$ cat src/rtl/instr_sequencer_if.sv
// Handshake and datapath-control bundle between the instruction register,
// the sequencer and the CPU datapath.
interface instr_sequencer_if #(
  parameter int unsigned DATA_W = 16
);
  logic              s;
  logic [15:0]       ir;
  logic              w;
  logic              illegal;
  logic [2:0]        readnum;
  logic [2:0]        writenum;
  logic              write;
  logic [1:0]        vsel;
  logic              loada;
  logic              loadb;
  logic              loadc;
  logic              loads;
  logic              asel;
  logic              bsel;
  logic [1:0]        shift;
  logic [1:0]        ALUop;
  logic [DATA_W-1:0] sximm8;

  modport master (
    output s, ir,
    input  w, illegal, readnum, writenum, write, vsel, loada, loadb, loadc,
           loads, asel, bsel, shift, ALUop, sximm8
  );

  modport slave (
    input  s, ir,
    output w, illegal, readnum, writenum, write, vsel, loada, loadb, loadc,
           loads, asel, bsel, shift, ALUop, sximm8
  );
endinterface

$ cat src/rtl/instr_sequencer.sv
// Multi-cycle Moore controller: accepts one instruction on s/w, then steps the
// register file, A/B/C/status loads and ALU controls until it returns to WAIT.
module instr_sequencer #(
  parameter int unsigned DATA_W = 16
) (
  input  logic              clk,
  input  logic              reset,
  instr_sequencer_if.slave  bus
);

  typedef enum logic [2:0] {
    S_WAIT, S_DECODE, S_GET_A, S_GET_B, S_EXEC, S_WR_REG, S_WR_IMM
  } state_t;

  state_t      state_q, state_d;
  logic [15:0] li_q, li_d;
  logic        illegal_q, illegal_d;

  logic       w_q, w_d;
  logic [2:0] readnum_q, readnum_d;
  logic [2:0] writenum_q, writenum_d;
  logic       write_q, write_d;
  logic [1:0] vsel_q, vsel_d;
  logic       loada_q, loada_d;
  logic       loadb_q, loadb_d;
  logic       loadc_q, loadc_d;
  logic       loads_q, loads_d;
  logic       asel_q, asel_d;
  logic [1:0] aluop_q, aluop_d;

  logic [2:0] opc;
  logic [1:0] op;
  logic       is_mov_imm, is_mov_reg, is_alu, is_cmp, is_mvn;

  assign opc        = li_q[15:13];
  assign op         = li_q[12:11];
  assign is_mov_imm = (opc == 3'b110) && (op == 2'b10);
  assign is_mov_reg = (opc == 3'b110) && (op == 2'b00);
  assign is_alu     = (opc == 3'b101);
  assign is_cmp     = is_alu && (op == 2'b01);
  assign is_mvn     = is_alu && (op == 2'b11);

  // Next state, then the Moore outputs of that next state so they register cleanly.
  always_comb begin
    state_d    = state_q;
    li_d       = li_q;
    illegal_d  = illegal_q;
    w_d        = 1'b0;
    readnum_d  = 3'b000;
    writenum_d = 3'b000;
    write_d    = 1'b0;
    vsel_d     = 2'b00;
    loada_d    = 1'b0;
    loadb_d    = 1'b0;
    loadc_d    = 1'b0;
    loads_d    = 1'b0;
    asel_d     = 1'b0;
    aluop_d    = 2'b00;

    case (state_q)
      S_WAIT: begin
        if (bus.s) begin
          state_d   = S_DECODE;
          li_d      = bus.ir;
          illegal_d = 1'b0;
        end
      end
      S_DECODE: begin
        if (is_mov_imm)                state_d = S_WR_IMM;
        else if (is_mov_reg || is_mvn) state_d = S_GET_B;
        else if (is_alu)               state_d = S_GET_A;
        else begin
          state_d   = S_WAIT;
          illegal_d = 1'b1;
        end
      end
      S_GET_A:  state_d = S_GET_B;
      S_GET_B:  state_d = S_EXEC;
      S_EXEC:   state_d = is_cmp ? S_WAIT : S_WR_REG;
      S_WR_REG: state_d = S_WAIT;
      S_WR_IMM: state_d = S_WAIT;
      default:  state_d = S_WAIT;
    endcase

    case (state_d)
      S_WAIT:  w_d = 1'b1;
      S_GET_A: begin
        readnum_d = li_q[10:8];
        loada_d   = 1'b1;
      end
      S_GET_B: begin
        readnum_d = li_q[2:0];
        loadb_d   = 1'b1;
      end
      S_EXEC: begin
        asel_d  = is_mov_reg;
        aluop_d = is_mov_reg ? 2'b00 : op;
        loads_d = is_cmp;
        loadc_d = !is_cmp;
      end
      S_WR_REG: begin
        writenum_d = li_q[7:5];
        write_d    = 1'b1;
      end
      S_WR_IMM: begin
        writenum_d = li_q[10:8];
        vsel_d     = 2'b10;
        write_d    = 1'b1;
      end
      default: ;
    endcase
  end

  always_ff @(posedge clk or negedge reset) begin
    if (!reset) begin
      state_q    <= S_WAIT;
      li_q       <= 16'h0000;
      illegal_q  <= 1'b0;
      w_q        <= 1'b1;
      readnum_q  <= 3'b000;
      writenum_q <= 3'b000;
      write_q    <= 1'b0;
      vsel_q     <= 2'b00;
      loada_q    <= 1'b0;
      loadb_q    <= 1'b0;
      loadc_q    <= 1'b0;
      loads_q    <= 1'b0;
      asel_q     <= 1'b0;
      aluop_q    <= 2'b00;
    end else begin
      state_q    <= state_d;
      li_q       <= li_d;
      illegal_q  <= illegal_d;
      w_q        <= w_d;
      readnum_q  <= readnum_d;
      writenum_q <= writenum_d;
      write_q    <= write_d;
      vsel_q     <= vsel_d;
      loada_q    <= loada_d;
      loadb_q    <= loadb_d;
      loadc_q    <= loadc_d;
      loads_q    <= loads_d;
      asel_q     <= asel_d;
      aluop_q    <= aluop_d;
    end
  end

  assign bus.w        = w_q;
  assign bus.illegal  = illegal_q;
  assign bus.readnum  = readnum_q;
  assign bus.writenum = writenum_q;
  assign bus.write    = write_q;
  assign bus.vsel     = vsel_q;
  assign bus.loada    = loada_q;
  assign bus.loadb    = loadb_q;
  assign bus.loadc    = loadc_q;
  assign bus.loads    = loads_q;
  assign bus.asel     = asel_q;
  assign bus.bsel     = 1'b0;
  assign bus.shift    = li_q[4:3];
  assign bus.ALUop    = aluop_q;
  assign bus.sximm8   = {{(DATA_W-8){li_q[7]}}, li_q[7:0]};

endmodule

$ cat src/flat_wrapper.sv
// flat-port wrapper written by rule: the top's interface ports become plain ports
module instr_sequencer_flat 
#(
  parameter int unsigned DATA_W = 16
)
  (clk, reset, bus_s, bus_ir, bus_w, bus_illegal, bus_readnum, bus_writenum, bus_write, bus_vsel, bus_loada, bus_loadb, bus_loadc, bus_loads, bus_asel, bus_bsel, bus_shift, bus_ALUop, bus_sximm8);
  instr_sequencer_if #(.DATA_W(DATA_W)) bus_i ();
  input  logic clk;
  input  logic reset;
  input wire logic [$bits(bus_i.s)-1:0] bus_s;
  input wire logic [$bits(bus_i.ir)-1:0] bus_ir;
  output wire logic [$bits(bus_i.w)-1:0] bus_w;
  output wire logic [$bits(bus_i.illegal)-1:0] bus_illegal;
  output wire logic [$bits(bus_i.readnum)-1:0] bus_readnum;
  output wire logic [$bits(bus_i.writenum)-1:0] bus_writenum;
  output wire logic [$bits(bus_i.write)-1:0] bus_write;
  output wire logic [$bits(bus_i.vsel)-1:0] bus_vsel;
  output wire logic [$bits(bus_i.loada)-1:0] bus_loada;
  output wire logic [$bits(bus_i.loadb)-1:0] bus_loadb;
  output wire logic [$bits(bus_i.loadc)-1:0] bus_loadc;
  output wire logic [$bits(bus_i.loads)-1:0] bus_loads;
  output wire logic [$bits(bus_i.asel)-1:0] bus_asel;
  output wire logic [$bits(bus_i.bsel)-1:0] bus_bsel;
  output wire logic [$bits(bus_i.shift)-1:0] bus_shift;
  output wire logic [$bits(bus_i.ALUop)-1:0] bus_ALUop;
  output wire logic [$bits(bus_i.sximm8)-1:0] bus_sximm8;
  assign bus_i.s = bus_s;
  assign bus_i.ir = bus_ir;
  assign bus_w = bus_i.w;
  assign bus_illegal = bus_i.illegal;
  assign bus_readnum = bus_i.readnum;
  assign bus_writenum = bus_i.writenum;
  assign bus_write = bus_i.write;
  assign bus_vsel = bus_i.vsel;
  assign bus_loada = bus_i.loada;
  assign bus_loadb = bus_i.loadb;
  assign bus_loadc = bus_i.loadc;
  assign bus_loads = bus_i.loads;
  assign bus_asel = bus_i.asel;
  assign bus_bsel = bus_i.bsel;
  assign bus_shift = bus_i.shift;
  assign bus_ALUop = bus_i.ALUop;
  assign bus_sximm8 = bus_i.sximm8;
  instr_sequencer #(.DATA_W(DATA_W)) u_core (.clk(clk), .reset(reset), .bus(bus_i));
endmodule
$ cat config.mk
export PLATFORM = sky130hd
export DESIGN_NAME = instr_sequencer_flat
export DESIGN_NICKNAME = d
export VERILOG_FILES = /design/src/rtl/instr_sequencer_if.sv /design/src/rtl/instr_sequencer.sv /design/src/flat_wrapper.sv
export SDC_FILE = /design/constraint.sdc
export NUM_CORES = 1
export LEC_CHECK = 0
export CAP_MARGIN = 10
export CORE_AREA = 2 2 62 64
export CTS_BUF_LIST = sky130_fd_sc_hd__clkbuf_8
export CTS_CLUSTER_SIZE = 24
export DETAILED_ROUTE_END_ITERATION = 12
export DIE_AREA = 0 0 64 66
export PLACE_DENSITY = 0.79
export SLEW_MARGIN = 20
export SYNTH_ARGS = -nofsm -noshare
export SYNTH_HDL_FRONTEND = slang
export SYNTH_SLANG_ARGS = --single-unit
export TNS_END_PERCENT = 100
$ cat constraint.sdc
create_clock -name clk -period 2 [get_ports clk]
set_input_delay 0.3 -clock clk [delete_from_list [all_inputs] [get_ports clk]]
set_output_delay 0.3 -clock clk [all_outputs]
set_load 0.01 [all_outputs]
==> results of run 1 <==
## sequential cells by signal, indices dropped and copies added, names as in the netlist
name,count
u_core.bus.loadc,1
u_core.bus.writenum,3
u_core.bus.ALUop,2
u_core.bus.loads,1
u_core.bus.loada,1
u_core.bus.illegal,1
u_core.bus.asel,1
u_core.bus.write,1
u_core.state_q,3
u_core.li_q,16
u_core.bus.readnum,3
u_core.bus.vsel,1
u_core.bus.w,1
u_core.bus.loadb,1
## final timing paths
check,endpoint,slack [ps]
max,u_core.bus.readnum[2],280
min,u_core.bus.loads,420
max reg2reg,u_core.bus.readnum[2],280
min reg2reg,u_core.bus.readnum[1],540
max in group asynchronous,u_core.bus.w,1250
min in group clk,u_core.bus.readnum[1],540
## cells in the final DEF (no fill, tap or decap), types with 2 or more instances in the layout
cell and instances:
and3_1 4, o22ai_1 2, nor2_1 6, and2_1 3, nand3_1 2, nor2b_1 2, o21ai_0 2, buf_4 3
or2_2 2, nand2_1 7, conb_1 2, nor3_1 2, mux2_2 16, a22o_1 6, clkbuf_8 5, clkdlybuf4s50_1 53
dfrtp_1 35
## where the power goes
group	leakage, nW	internal [mW]	total [mW]	switching, mW
clock	0.0593	0.365	0.613	0.248
sequential	0.456	1.00	1.26	0.251
combinational	0.408	0.778	1.25	0.472
total	0.924	2.15	3.12	0.971
## area by class of cell
| cell class | count | area, µm² |
|---|---|---|
| Fill cell | 303 | 1440 |
| Sequential cell | 36 | 902 |
| Timing Repair Buffer | 56 | 553 |
| Multi-Input combinational cell | 66 | 484 |
| Clock buffer | 5 | 68.8 |
| Tap cell | 48 | 60.1 |
| Clock inverter | 3 | 38.8 |
## stage by stage
step / cells / area (µm²) / hold slack (ps)
CTS: 214 / 2110 / 427
global placement: 206 / 2000 / 519
detailed placement: 206 / 2000 / 512
finish: 214 / 2110 / 418
floorplan: 126 / 1560 / 4.41
global route: 214 / 2110 / 456
## logic make-up after synthesis
family,count (synthesis)
buffers and inverters,24
flip-flops,36
AND/OR/NAND/NOR,33
multiplexers,16
AO/OA/AOI/OAI,15
other,1
## cell usage after synthesis (all sizes together)
library cell  instances
dfstp                 1
dfrtp                35
o21bai                1
and3                  4
a22o                  6
buf                  22
nand3                 2
mux2                 16
or2                   2
o22ai                 2
nand2b                1
a21boi                1
nand2                 7
nor3                  2
clkbuf                2
nor3b                 1
nand4b                1
a211o                 1
nor2                  7
a21oi                 2
or4b                  1
o21ai                 2
and2                  3
conb                  1
nor2b                 2
## routing by layer
layer | GRT usage [%] | wire length (µm) | share of wire (%) | vias up
met5 | 0 | 0 | 0 | -
met4 | 8.15 | 39 | 1.3 | 0
met3 | 6.13 | 154 | 5.3 | 4
met2 | 26.0 | 1510 | 52 | 32
met1 | 19.1 | 1220 | 42 | 496
li1 | - | - | - | 489
## critical path: stages (launching register included)
cell,delay (ps)
dfrtp_1,440
or4b_1,530
a211o_1,320
a21oi_4,190
a22o_1,180
==> results.yml, run 1 <==
worst_setup_path:
  worstReg2RegStart: "u_core.li_q[12]"
  critPathRequiredTime_ps: 2220
  critPathKind: "register to register"
  critPathMaxFanout: 7
  r2r_cells: 4
  cp-start-kind: "register"
  crit_path_end_kind: "register"
  crit_path_start: "u_core.li_q[12]"
  arrival_ps: 1940
drt:
  vias: 1021
  drt-pass1-iter-count: 4
  avgRoutedWirePerCell_um: 13.7
  routed_via_density: 4.77
  drt.antenna.violating_nets: 0
  drt_iter0_markers: 12
  drc: 0
  drt_wl_total_um: 2920
clock_tree:
  clk_pin_slew_ps: 70
  cts.root.buffer_cell: "clkbuf_8"
  ctsResizeCount: 0
  clkSinkCount: 36
  cts_buffers: 5
  clock_latency_ps: 290
  h-tree-depth: 2
  cts_tree: "done"
  cts_buffer_depth: 2
  cts_hold_buf: 0
  post_cts_buffers: 0
synthesis:
  synth_top_area_share_pct: 56.4
  ys_seq_area_share_pct: 58.1
  ys_ff_latch: 36
  netlist_instances: 125
  yosys.area_share.adder_pct: 0
  synthTopCellsByArea: "dfrtp_1, mux2_2, buf_4, a22o_1, dfstp_2"
  synth-simple-area-share_pct: 11.4
  post_synth.cell_area_avg_um2: 12.4
  ys_types: 28
  ys.warnings.count: 0
  synth_top_cell_by_area: "dfrtp_1"
  synth-compound-area-share_pct: 7.74
  synth_top_family_by_area: "multiplexers"
  synth_xor_area_share_pct: 0
  synth.area.mux_share_pct: 11.6
  netlist_area_mm2: 0.00155
floorplan:
  initial_utilization_pct: 43.7
  ios: 56
  fp.dieW_um: 64
  fp-row-count: 22
  die_area_mm2: 0.00422
  core_area_mm2: 0.00355
  die_h_um: 66
sta:
  post-route-period-util_pct: 86.2
  timing.fmax_mhz: 580
  period_needed_ps: 1720
  worst-slew-pin-transition_ps: 551
  hold_viol_final: 0
  skew_ps: 10.8
  finalSetupViolCount: 0
  fin_setup_tns_ps: 0
  rsz0062_at_grt: "false"
  slew_violations: 0
  slew-limit-headroom_pct: 63.2
  setup_ws_ps: 276
placement:
  dp_worst_setup_slack_ps: 288
  io_buffers: 53
  gp_congestion: 0.850
  dp_hpwl_um: 2230
final_layout:
  final_nets: 184
  drive_gt1_share_pct: 18.7
  area_growth_pct: 35.7
  utilization_pct: 59.3
  antennaDiodeCount: 0
global_routing:
  grt_usage_pct: 16.2
  overflow: 0
  grt_pass1_vias: 1042
  grt_first_pass_wirelength_um: 5000
  grt_start_max_net_pins: 37
  antenna_found_initial: 0
worst_hold_path:
  min_path_type: "input pin to async pin"
status:
  status: "finished clean"
power_and_ir_drop:
  total_power_mw: 3.12
  powerDensity_mw_per_mm2: 1480
  max-vdd-ir-drop_uv: 841
  p_leak_nw: 0.924
job:
  maxCapViolCount: 0
No activity file was read; power rests on OpenSTA's default activity.
==> run 2: changes to the inputs <==
--- a/config.mk
+++ b/config.mk
@@ -12,6 +12,7 @@
 export DETAILED_ROUTE_END_ITERATION = 12
 export DIE_AREA = 0 0 64 66
 export PLACE_DENSITY = 0.79
+export SKIP_LAST_GASP = 1
 export SLEW_MARGIN = 20
 export SYNTH_ARGS = -nofsm -noshare
 export SYNTH_HDL_FRONTEND = slang
==> results of run 2 <==
Final layout, timing and power as in run 1 (identical DEF).
